**src/rtl/clic_pkg.sv**
```systemverilog
// clic_pkg: shared constants for the CLIC trigger gateway.
//   CLIC_TRIG_*    : attr_trig encodings, bit 0 = edge, bit 1 = negative polarity
//   trig_is_edge() : true for edge-triggered encodings
//   trig_is_neg()  : true for negative-polarity encodings
package clic_pkg;

    localparam logic [1:0] CLIC_TRIG_POS_LEVEL = 2'b00;
    localparam logic [1:0] CLIC_TRIG_POS_EDGE  = 2'b01;
    localparam logic [1:0] CLIC_TRIG_NEG_LEVEL = 2'b10;
    localparam logic [1:0] CLIC_TRIG_NEG_EDGE  = 2'b11;

    function automatic logic trig_is_edge(input logic [1:0] trig);
        return trig[0];
    endfunction

    function automatic logic trig_is_neg(input logic [1:0] trig);
        return trig[1];
    endfunction

endpackage

```
**src/rtl/clic_trig_cell.sv**
```systemverilog
// clic_trig_cell: trigger handling for one interrupt source.
//   clk_i, rst_ni : clock, async active-low reset
//   src_i         : raw interrupt line
//   trig_i        : attr_trig for this source
//   ip_we_i       : software write strobe to ip
//   ip_wdata_i    : software write data
//   claim_i       : this source is being claimed this cycle
//   ip_o          : pending bit
module clic_trig_cell
    import clic_pkg::*;
#(
    parameter int unsigned SYNC_STAGES = 2
) (
    input  logic       clk_i,
    input  logic       rst_ni,
    input  logic       src_i,
    input  logic [1:0] trig_i,
    input  logic       ip_we_i,
    input  logic       ip_wdata_i,
    input  logic       claim_i,
    output logic       ip_o
);

    logic       src_sync;
    logic       prev_q, prev_d;
    logic [1:0] trig_q, trig_d;
    logic       ip_q, ip_d;
    logic       active, active_prev, edge_det, mode_chg;

    generate
        if (SYNC_STAGES == 0) begin : g_nosync
            assign src_sync = src_i;
        end else begin : g_sync
            logic [SYNC_STAGES-1:0] sync_q, sync_d;

            always_comb begin
                sync_d = (sync_q << 1) | SYNC_STAGES'(src_i);
            end

            always_ff @(posedge clk_i or negedge rst_ni) begin
                if (!rst_ni) sync_q <= '0;
                else         sync_q <= sync_d;
            end

            assign src_sync = sync_q[SYNC_STAGES-1];
        end
    endgenerate

    // prev holds the raw synchronised value; polarity is applied on both
    // sides of the compare so a negative-edge source idling low out of
    // reset (prev=0, sync=0) does not see a phantom edge.
    always_comb begin
        active      = src_sync ^ trig_is_neg(trig_i);
        active_prev = prev_q ^ trig_is_neg(trig_i);
        mode_chg    = (trig_i != trig_q);
        edge_det    = active & ~active_prev & ~mode_chg;
        prev_d      = src_sync;
        trig_d      = trig_i;

        ip_d = ip_q;
        if (mode_chg) begin
            ip_d = 1'b0;
        end else if (!trig_is_edge(trig_i)) begin
            ip_d = active;
        end else if (edge_det) begin
            ip_d = 1'b1;          // wins over a same-cycle claim
        end else if (ip_we_i) begin
            ip_d = ip_wdata_i;
        end else if (claim_i) begin
            ip_d = 1'b0;
        end
    end

    always_ff @(posedge clk_i or negedge rst_ni) begin
        if (!rst_ni) begin
            prev_q <= 1'b0;
            trig_q <= CLIC_TRIG_POS_LEVEL;
            ip_q   <= 1'b0;
        end else begin
            prev_q <= prev_d;
            trig_q <= trig_d;
            ip_q   <= ip_d;
        end
    end

    assign ip_o = ip_q;

endmodule

```
**src/rtl/clic_trig_gateway.sv**
```systemverilog
// clic_trig_gateway: per-source CLIC trigger gateway owning the pending bits.
//   clk_i, rst_ni       : clock, async active-low reset
//   intr_src_i          : raw interrupt lines
//   trig_i              : 2 bits per source, source i at [2i+1:2i]
//   ip_we_i, ip_wdata_i : software writes to clicint.ip
//   claim_valid_i       : a claim happens this cycle
//   claim_id_i          : id being claimed (ids >= N_SOURCE are ignored)
//   ip_o                : pending vector (arbiter and hw2reg .d)
//   ip_de_o             : hw2reg write enable, tied high
module clic_trig_gateway
    import clic_pkg::*;
#(
    parameter int unsigned N_SOURCE    = 32,
    parameter int unsigned SYNC_STAGES = 2,
    parameter int unsigned IdWidth     = (N_SOURCE > 1) ? $clog2(N_SOURCE) : 1
) (
    input  logic                  clk_i,
    input  logic                  rst_ni,
    input  logic [N_SOURCE-1:0]   intr_src_i,
    input  logic [2*N_SOURCE-1:0] trig_i,
    input  logic [N_SOURCE-1:0]   ip_we_i,
    input  logic [N_SOURCE-1:0]   ip_wdata_i,
    input  logic                  claim_valid_i,
    input  logic [IdWidth-1:0]    claim_id_i,
    output logic [N_SOURCE-1:0]   ip_o,
    output logic [N_SOURCE-1:0]   ip_de_o
);

    logic [N_SOURCE-1:0] claim_vec;

    // Out-of-range ids match no source and so fall away naturally.
    always_comb begin
        claim_vec = '0;
        for (int unsigned i = 0; i < N_SOURCE; i++) begin
            claim_vec[i] = claim_valid_i && (64'(claim_id_i) == 64'(i));
        end
    end

    generate
        for (genvar i = 0; i < int'(N_SOURCE); i++) begin : g_cell
            clic_trig_cell #(
                .SYNC_STAGES(SYNC_STAGES)
            ) u_cell (
                .clk_i     (clk_i),
                .rst_ni    (rst_ni),
                .src_i     (intr_src_i[i]),
                .trig_i    (trig_i[2*i +: 2]),
                .ip_we_i   (ip_we_i[i]),
                .ip_wdata_i(ip_wdata_i[i]),
                .claim_i   (claim_vec[i]),
                .ip_o      (ip_o[i])
            );
        end
    endgenerate

    assign ip_de_o = '1;

endmodule

```
**config.mk**
```make
export PLATFORM = sky130hd
export DESIGN_NAME = clic_trig_gateway
export DESIGN_NICKNAME = d
export VERILOG_FILES = /design/src/rtl/clic_pkg.sv /design/src/rtl/clic_trig_cell.sv /design/src/rtl/clic_trig_gateway.sv
export SDC_FILE = /design/constraint.sdc
export NUM_CORES = 1
export LEC_CHECK = 0
export BUFFER_PORTS_ARGS = -buffer_cell sky130_fd_sc_hd__buf_2
export CORE_ASPECT_RATIO = 0.6
export CORE_UTILIZATION = 53
export DETAILED_ROUTE_END_ITERATION = 7
export PLACE_DENSITY_LB_ADDON = 0.2
export SETUP_SLACK_MARGIN = 0.02
export SYNTH_ARGS = -nofsm -noshare
export SYNTH_HDL_FRONTEND = slang
export SYNTH_HIERARCHICAL = 1
export SYNTH_SLANG_ARGS = --single-unit
```
**constraint.sdc**
```tcl
create_clock -name clk_i -period 1.2 [get_ports clk_i]
set_input_delay 0.24 -clock clk_i [delete_from_list [all_inputs] [get_ports clk_i]]
set_output_delay 0.24 -clock clk_i [all_outputs]
set_load 0.1 [all_outputs]
```
==> metrics <==
outcome=finished, violations left; violations in the final reports=negative setup slack; Max Clock Skew=8.55 ps; CP Launch Point=g_cell[16].u_cell/ip_o; Top Ports=232; max-slew violations=0; Die ar.=16,500 sq um; largest cells by area after synthesis=dfrtp_1 (57%), xnor2_1 (10%), a2bb2oi_2 (5.7%); later-pin clock latency in the skew report=420 ps; endpoints failing hold=0; CP max-delay cell=dfrtp_2; initial antenna violation count=2; first-pass GRT wire length=31.7 mm; Mapped Area=8440 sq um; post-synthesis sequential area ratio=56.9%; CORE AREA=15,500 sq um; yosys warns=6; Die W=165 um; Buf/Inv on CP=1; switching share of power=30.2%; Yosys reg bits=192; First DRT Iteration DRCs=272; most frequent cells in the layout=buf_2 (166), dfrtp_1 (164), xnor2_1 (95); Critical Path RT=960 ps; synth unique cells=20; fmax=0.781 GHz; nets=1,170; arrival time at the worst endpoint=1040 ps; largest net degree at the start of global routing=34; VDD IR max=0.000860 V; fillcell total=937; worst hold margin=18.3 ps; Yosys top cell area share=56.9%; fin crit period=1280 ps; P_sw=4.79 mW; worst-path cell chain=buf_12; Sequential cell area=4840 sq um; DR vias=6,180; unrepaired setup endpoints after global routing=true; max_cap viols=0; syn avg cell area=12.9 sq um; Overall Global Routing Usage=25.5%; Mapped Cells=656; Hold Path Origin=trig_i[63]; largest fanout on the critical path=2; RR Startpoint=g_cell[23].u_cell/ip_o; Setup Crit Path Kind=flop to primary output; crit-path max cell delay=440 ps; GP Congestion=0.842; Worst path top cell family by delay=flip-flops; Pleak=5.20 nW; number of remaining DRC errors=0; Worst-path clk slew=80 ps; HPWL Detailed=14.1 mm; Clock Tree Buf Depth=2; Layout area overhead=42.0%; Final setup viols=32; combinational power share=20.6%; Sinks on Clock Net=192; antenna-violating nets left=0; H-tree depth=4; TritonCTS Buffers=17; Initial Util=54.6%; drt pass-1 iters=4; Port Buf Inserts=199; die height=99.8 um; Seq pwr share=44.8%; root buf cell=clkbuf_16; Pwr per Cell Area=1320 nW/um^2; multi-input logic area=3570 sq um; vias in the first global route=6,361; most common cell after layout, fill and taps aside=buf_2; post-DR wirelength/cell=16.7 um; clock network power share=34.6%; Pwr Total=15.9 mW; crit path capture type=primary output; total grt overflow=0; startpoint types=flop; site row count=35; DRT Wirelength=20.4 mm; Final WS setup=-80.0 ps; vias per inst=5.07; CTS tree=done; Min-Delay Path Class=primary input to flop; layout cells sized above 1=43.4%; total internal power=11.1 mW; crit share post-route=107%; dominant cell type by area after synthesis=dfrtp_1
## sequential cells by signal (all words and copies together), names as in the netlist
| signal | cells |
|---|---|
| g_cell.u_cell/ip_o | 32 |
| g_cell.u_cell/g_sync.sync_q | 64 |
| g_cell.u_cell/prev_q | 32 |
| g_cell.u_cell/trig_q | 64 |
## synthesized netlist by cell type (all sizes together)
cell type and instances:
nor3b 32, nand2 1, a22o 32, nand4b 3
and3b 32, or4b 1, conb 1, dfrtp 192
nand3 32, buf 32, o21ai 32, nor2 96
nand4bb 3, a21oi 32, xnor2 96, or2 1
clkbuf 3, nand2b 2, nand4 1, a2bb2oi 32
## cell families after synthesis
| family | count (synthesis) | share of synthesized area, % |
|---|---|---|
| DFF | 192 | 56.9 |
| other | 1 | 0.0444 |
| xor gates and xnor gates | 96 | 9.96 |
| buffers and inverters | 35 | 2.98 |
| and+or+nand+nor | 204 | 15.9 |
| AOI/OAI and AO/OA | 128 | 14.2 |
## path summary, 6_finish.rpt
kind / cells past startpoint / slack (ps) / end
max: 1 / -80 / ip_o[16]
min reg2reg: 0 / 350 / g_cell[6].u_cell/g_sync.sync_q[1]
min: 1 / 20 / g_cell[31].u_cell/trig_q[1]
min in group asynchronous: 2 / 270 / g_cell[22].u_cell/trig_q[0]
max in group asynchronous: 3 / 390 / g_cell[13].u_cell/ip_o
max reg2reg: 4 / 50 / g_cell[23].u_cell/ip_o
## per-stage QoR
| step | setup slack (ps) | instance area (sq um) | utilization (%) | cells | TNS (ps) |
|---|---|---|---|---|---|
| after floorplan | -168 | 8610 | - | 687 | -666 |
| after global placement | -395 | 10300 | 66.9 | 1083 | -10320 |
| after detailed placement | -435 | 10300 | 66.9 | 1083 | -11080 |
| after CTS | -92.6 | 11900 | 76.7 | 1209 | -2470 |
| after global routing | -114 | 12000 | 77.5 | 1218 | -2880 |
| final | -80.0 | 12000 | 77.6 | 1219 | -1830 |
## power groups by stage
stage | sequential, mW | combinational [mW] | clock [mW]
final | 7.12 | 3.27 | 5.49
after detailed placement | 7.24 | 2.96 | 0
after global routing | 7.16 | 3.46 | 5.88
after floorplan | 7.65 | 1.47 | 0
after CTS | 7.12 | 3.22 | 5.60
after global placement | 7.21 | 2.88 | 0
## repair_timing
item | in CTS | in global routing
pin swaps | 0 | 4
gates cloned | 0 | 0
resized for setup | 1 | 15
setup endpoints to repair | 33 | 47
hold endpoints to repair | 113 | 1
hold buffers | 92 | 1
setup buffers | 2 | 8
## area by class of cell
class                   count  share of cell area (%)
multi-input cells         460                    29.8
flip-flops and latches    192                    40.4
clock buffers              19                    3.78
well taps                 203                    2.12
repair buffers            331                    22.9
diodes                      1                  0.0209
clock inverters            13                    1.03
## metal layers
metal / vias up / GRT usage [%] / routed length (um)
li1: 2930 / - / -
met1: 3041 / 32.3 / 8670
met2: 178 / 43.4 / 10200
met3: 29 / 6.13 / 1290
met4: 2 / 8.05 / 267
met5: - / 0 / 13
Note: power is estimated with default switching activity, not from simulation.
